<file path="config.mk">
export PLATFORM = sky130hd
export DESIGN_NAME = controle_multiciclo
export DESIGN_NICKNAME = d
export VERILOG_FILES = /design/src/rtl/controle_multiciclo.sv
export SDC_FILE = /design/constraint.sdc
export NUM_CORES = 1
export LEC_CHECK = 0
export ABC_AREA = 0
export CAP_MARGIN = 40
export CORE_ASPECT_RATIO = 1.4
export CORE_MARGIN = 1
export CORE_UTILIZATION = 28
export CTS_BUF_LIST = sky130_fd_sc_hd__clkbuf_4
export CTS_CLUSTER_SIZE = 20
export DETAILED_ROUTE_END_ITERATION = 7
export HOLD_SLACK_MARGIN = 0.15
export PLACE_DENSITY = 0.59
export SYNTH_ARGS = -nofsm -noshare
export SYNTH_HDL_FRONTEND = slang
export SYNTH_SLANG_ARGS = --single-unit
</file>
<file path="constraint.sdc">
create_clock -name clk -period 3.82 [get_ports clk]
set_clock_uncertainty 0.05 [all_clocks]
set_input_delay 0.764 -clock clk [delete_from_list [all_inputs] [get_ports clk]]
set_output_delay 0.764 -clock clk [all_outputs]
set_load 0.1 [all_outputs]
</file>
<file path="src/rtl/controle_multiciclo.sv">
// Multicycle MIPS control FSM: sequences one shared ALU, unified memory,
// IR and PC through FETCH/DECODE/execute states, one instruction at a time.
// Ports:
//   clk, reset      clock; synchronous active-high reset
//   opCode          IR[31:26], looked at in DECODE and MEMADR only
//   mem_ready       memory finishes the current access this cycle
//   mem_req/IorD/MemWrite/IRWrite/PCWrite/Branch/PCSrc   memory and PC control
//   ALUSrcA/ALUSrcB/ALUOp                                ALU operand and op select
//   RegDst/MemtoReg/RegWrite                             register write-back
//   illegal_op      one-cycle pulse when DECODE sees an unknown opcode
//   state           current state code (debug)
//   instr_cnt       retired-instruction counter, wraps
module controle_multiciclo #(
  parameter logic [5:0] OP_RTYPE = 6'b000000,
  parameter logic [5:0] OP_LW    = 6'b100011,
  parameter logic [5:0] OP_SW    = 6'b101011,
  parameter logic [5:0] OP_BEQ   = 6'b000100,
  parameter logic [5:0] OP_ADDI  = 6'b001000,
  parameter logic [5:0] OP_J     = 6'b000010,
  parameter int         CNT_W    = 32
) (
  input  logic             clk,
  input  logic             reset,
  input  logic [5:0]       opCode,
  input  logic             mem_ready,
  output logic             mem_req,
  output logic             IorD,
  output logic             MemWrite,
  output logic             IRWrite,
  output logic             PCWrite,
  output logic             Branch,
  output logic [1:0]       PCSrc,
  output logic             ALUSrcA,
  output logic [1:0]       ALUSrcB,
  output logic [1:0]       ALUOp,
  output logic             RegDst,
  output logic             MemtoReg,
  output logic             RegWrite,
  output logic             illegal_op,
  output logic [3:0]       state,
  output logic [CNT_W-1:0] instr_cnt
);

  typedef enum logic [3:0] {
    S_FETCH    = 4'd0,
    S_DECODE   = 4'd1,
    S_MEMADR   = 4'd2,
    S_MEMREAD  = 4'd3,
    S_MEMWB    = 4'd4,
    S_MEMWRITE = 4'd5,
    S_EXECUTE  = 4'd6,
    S_ALUWB    = 4'd7,
    S_BRANCH   = 4'd8,
    S_ADDIEX   = 4'd9,
    S_ADDIWB   = 4'd10,
    S_JUMP     = 4'd11
  } state_t;

  state_t           r_state;
  state_t           w_next;
  logic [CNT_W-1:0] r_cnt;
  logic             w_retire;

  logic       w_mem_req;
  logic       w_iord;
  logic       w_memwrite;
  logic       w_irwrite;
  logic       w_pcwrite;
  logic       w_branch;
  logic [1:0] w_pcsrc;
  logic       w_srca;
  logic [1:0] w_srcb;
  logic [1:0] w_aluop;
  logic       w_regdst;
  logic       w_memtoreg;
  logic       w_regwrite;
  logic       w_illegal;

  always_ff @(posedge clk) begin
    if (reset) begin
      r_state <= S_FETCH;
      r_cnt   <= '0;
    end else begin
      r_state <= w_next;
      if (w_retire)
        r_cnt <= r_cnt + CNT_W'(1);
    end
  end

  always_comb begin
    w_next     = r_state;
    w_retire   = 1'b0;
    w_mem_req  = 1'b0;
    w_iord     = 1'b0;
    w_memwrite = 1'b0;
    w_irwrite  = 1'b0;
    w_pcwrite  = 1'b0;
    w_branch   = 1'b0;
    w_pcsrc    = 2'b00;
    w_srca     = 1'b0;
    w_srcb     = 2'b00;
    w_aluop    = 2'b00;
    w_regdst   = 1'b0;
    w_memtoreg = 1'b0;
    w_regwrite = 1'b0;
    w_illegal  = 1'b0;
    case (r_state)
      S_FETCH: begin
        w_mem_req = 1'b1;
        w_srcb    = 2'b01;
        if (mem_ready) begin
          w_irwrite = 1'b1;
          w_pcwrite = 1'b1;
          w_next    = S_DECODE;
        end
      end
      S_DECODE: begin
        // ALU precomputes the branch target while the opcode is decoded.
        w_srcb = 2'b11;
        case (opCode)
          OP_LW, OP_SW: w_next = S_MEMADR;
          OP_RTYPE:     w_next = S_EXECUTE;
          OP_BEQ:       w_next = S_BRANCH;
          OP_ADDI:      w_next = S_ADDIEX;
          OP_J:         w_next = S_JUMP;
          default: begin
            w_illegal = 1'b1;
            w_next    = S_FETCH;
          end
        endcase
      end
      S_MEMADR: begin
        w_srca = 1'b1;
        w_srcb = 2'b10;
        w_next = (opCode == OP_SW) ? S_MEMWRITE : S_MEMREAD;
      end
      S_MEMREAD: begin
        w_mem_req = 1'b1;
        w_iord    = 1'b1;
        if (mem_ready)
          w_next = S_MEMWB;
      end
      S_MEMWB: begin
        w_memtoreg = 1'b1;
        w_regwrite = 1'b1;
        w_next     = S_FETCH;
        w_retire   = 1'b1;
      end
      S_MEMWRITE: begin
        w_mem_req  = 1'b1;
        w_iord     = 1'b1;
        w_memwrite = 1'b1;
        if (mem_ready) begin
          w_next   = S_FETCH;
          w_retire = 1'b1;
        end
      end
      S_EXECUTE: begin
        w_srca  = 1'b1;
        w_aluop = 2'b10;
        w_next  = S_ALUWB;
      end
      S_ALUWB: begin
        w_regdst   = 1'b1;
        w_regwrite = 1'b1;
        w_next     = S_FETCH;
        w_retire   = 1'b1;
      end
      S_BRANCH: begin
        w_srca   = 1'b1;
        w_aluop  = 2'b01;
        w_branch = 1'b1;
        w_pcsrc  = 2'b01;
        w_next   = S_FETCH;
        w_retire = 1'b1;
      end
      S_ADDIEX: begin
        w_srca = 1'b1;
        w_srcb = 2'b10;
        w_next = S_ADDIWB;
      end
      S_ADDIWB: begin
        w_regwrite = 1'b1;
        w_next     = S_FETCH;
        w_retire   = 1'b1;
      end
      S_JUMP: begin
        w_pcsrc   = 2'b10;
        w_pcwrite = 1'b1;
        w_next    = S_FETCH;
        w_retire  = 1'b1;
      end
      default: w_next = S_FETCH;
    endcase
  end

  // Reset masks every strobe so an aborted instruction leaves no side effect.
  assign mem_req    = w_mem_req  & ~reset;
  assign IorD       = w_iord     & ~reset;
  assign MemWrite   = w_memwrite & ~reset;
  assign IRWrite    = w_irwrite  & ~reset;
  assign PCWrite    = w_pcwrite  & ~reset;
  assign Branch     = w_branch   & ~reset;
  assign PCSrc      = reset ? 2'b00 : w_pcsrc;
  assign ALUSrcA    = w_srca     & ~reset;
  assign ALUSrcB    = reset ? 2'b00 : w_srcb;
  assign ALUOp      = reset ? 2'b00 : w_aluop;
  assign RegDst     = w_regdst   & ~reset;
  assign MemtoReg   = w_memtoreg & ~reset;
  assign RegWrite   = w_regwrite & ~reset;
  assign illegal_op = w_illegal  & ~reset;
  assign state      = r_state;
  assign instr_cnt  = r_cnt;

endmodule

</file>
==> run_results.csv <==
group,metric,value,unit
setup_path,critPathMaxStageDelay,510,ps
synth,synthAdderAreaFrac,0.6207,%
route,vias_per_cell,4.870,
cts,cts.path.max_buffers,2,
global_route,grt_pass1_vias,2112,
setup_path,path_class,"in2out",
route,drc,0,
cts,htreeDepth,2,
layout,drive_gt1_share,21.71,%
power_and_ir_drop,power.density,198.4,mW/mm²
cts,postCtsSetupBuffers,0,
synth,synthMuxAreaShare,0.4966,%
placed_design,io_buffers,61,
synth,synth_edf_count,0,
setup_path,path_cells,"clkdlybuf4s50_1 -> buf_4 -> nand3b_1 -> nor2_2 -> or2_2 -> buf_12",
setup_path,cp_max_fo,21,
synth,synth_top_area_share,35.75,%
route,wire_per_inst,12.71,µm
layout,mostFrequentLayoutCell,"clkdlybuf4s50_1",
floorplan,start_util,28.87,%
cts,postCtsResizedCells,0,
layout,stdcell_count,445,
setup_path,crit_arrival,2280,ps
layout,diodes,0,
cts,cts-root-buf,"clkbuf_4",
sta,fin_crit,3092,ps
cts,cts_tree,"yes",
synth,syn_area,0.002016,mm²
setup_path,r2r_cells,6,
sta,rsz0062_at_grt,"false",
sta,hold_viol_final,0,
sta,tns,0,ps
route,drtIter0Drc,171,
synth,ys.flop_type,"dfxtp_1",
worst_hold_path,whs_path_depth,2,
synth,synth-async-reset-ratio,0,%
floorplan,die_area,0.007547,mm²
synth,synthCells,259,
synth,ys_seq_area_share,35.75,%
route,drtPass1Iterations,4,
synth,synth_top_family_by_area,"simple AND/OR/NAND/NOR gates",
cts,cts_made_buffers,5,
layout,syn2layout_area_growth,73.68,%
setup_path,slowest_stage,"clkdlybuf4s50_1",
floorplan,fp.coreArea,0.006982,mm²
setup_path,critPathLaunchType,"input pin",
flow_run,cap_viol_max_count,0,
synth,synth-compound-area-share,13.66,%
synth,synthTopCellsByArea,"dfxtp_1 36%, xor2_1 7.4%, nor2_1 6.1%, a21oi_1 4.2%, nand4_1 4.0%",
sta,slew-limit-headroom,50.30,%
sta,timing.fmax,323.4,MHz
synth,syn_area_per_cell,7.783,µm²
global_route,overflow,0,
global_route,grt_max_degree,26,
synth,ys_types,40,
global_route,antenna_found_initial,0,
layout,multi_input_area,0.001241,mm²
sta,post-route-period-util,80.94,%
placed_design,place_inst,437,
synth,synth-seq-cells,36,
cts,clk_pin_slew,120,ps
setup_path,end_kind,"output pin",
global_route,grt_pass1_wl,9.625,mm
synth,synth_warnings,0,
route,ant_nets,0,
synth,synth_nets,269,
floorplan,die-width,73.71,µm
outcome,outcome,"completed",
floorplan,rows,36,
layout,nFillCells,658,
layout,layout_common_cells,"42 x clkdlybuf4s50_1, 36 x dfxtp_1, 32 x nor2_1, 32 x buf_8",
sta,slew_viol_final,0,
synth,yosys.area.top_type,"dfxtp_1",
global_route,track_usage,16.19,%
synth,synthXorXnorAreaFrac,9.994,%
route,num_vias,2167,
power_and_ir_drop,power_leakage,1.267,nW
synth,synth-simple-area-share,34.95,%
cts,cts_hold_buf,0,
floorplan,die_h,102.4,µm
sta,worst_slew_pin_slew,743.9,ps
cts,clock_latency,340,ps
power_and_ir_drop,ir_drop,114.9,µV
setup_path,required,3010,ps
route,totalWireLength,5.658,mm
floorplan,ioPinCount,62,
placed_design,post-dp-hpwl,4.342,mm
sta,final-setup-viol-count,0,
worst_hold_path,min_path_type,"reg2reg",
layout,seq_area,720.7,µm²
layout,nets,359,
cts,cts.sinks,36,
placed_design,place_congestion,0.7909,
[cell type report]
class | instances | area share (%)
timing repair buffer | 98 | 38.10
multi-input combinational | 200 | 35.45
sequential | 36 | 20.59
tap | 95 | 3.395
clock buffer | 5 | 1.072
inverter | 8 | 0.8578
clock inverter | 3 | 0.5361
[stage by stage]
step           power (mW)  hold slack (ps)  worst slack [ps]  utilization, %  area, µm²
6_report           0.6945            448.1             728.0           50.14       3501
5_1_grt            0.7258            469.2             615.1           50.14       3501
4_1_cts            0.7056            448.8             722.5           50.14       3501
3_5_place_dp       0.4944            430.4             729.3           49.34       3445
3_3_place_gp       0.4912            409.4             743.4           41.67       2909
2_1_floorplan      0.4540            861.4            -200.1               -       2053
[synth_stat cells (5+ instances only)]
| library cell | number |
|---|---|
| nand2_1 | 14 |
| or3_1 | 11 |
| dfxtp_1 | 36 |
| nand3_1 | 11 |
| xor2_1 | 17 |
| nor2b_1 | 5 |
| clkbuf_1 | 12 |
| and3_1 | 12 |
| nor2_1 | 33 |
| a21oi_1 | 17 |
| nand4_1 | 13 |
| nor3_1 | 11 |
| xnor2_1 | 6 |
| inv_1 | 8 |
| o21ai_0 | 16 |
[layer usage]
| layer | track usage, % | up-vias | part of all wire [%] | wire [µm] |
|---|---|---|---|---|
| li1 | - | 1104 | - | - |
| met3 | 3.156 | 7 | 4.1 | 234 |
| met1 | 18.94 | 1000 | 42 | 2392 |
| met5 | 0 | - | 0 | 0 |
| met4 | 5.769 | 0 | 1.3 | 75 |
| met2 | 28.93 | 56 | 52 | 2955 |
[registers in the layout, summed over array words and instances (netlist names)]
name       cells
state          4
instr_cnt     32
[power breakdown]
part,switching (mW),internal [mW]
Sequential,0.00344,0.376
Clock,0.138,0.0707
Combinational,0.0673,0.0387
[worst max-delay path, delay by kind of cell]
kind	cells	cell delay, ps
simple gates	3	570
buf+inv	3	940
[final timing paths]
kind	endpoint	slack, ps	startpoint
worst max-delay path	PCWrite	730	reset
worst min-delay path	instr_cnt[31]	450	instr_cnt[31]
worst max register to register	instr_cnt[24]	1100	state[2]
worst min register to register	instr_cnt[31]	450	instr_cnt[31]
[cells by family (layout without fill, tap and decap cells)]
family                   Yosys count  in the layout
AO/OA/AOI/OAI                     44             44
XOR/XNOR                          23             23
adder cells (fa/ha/maj)            1              1
buffers and inverters             23            114
flip-flops                        36             36
multiplexers                       1              1
AND/OR/NAND/NOR                  131            131
(Power assumes the default switching activity.)
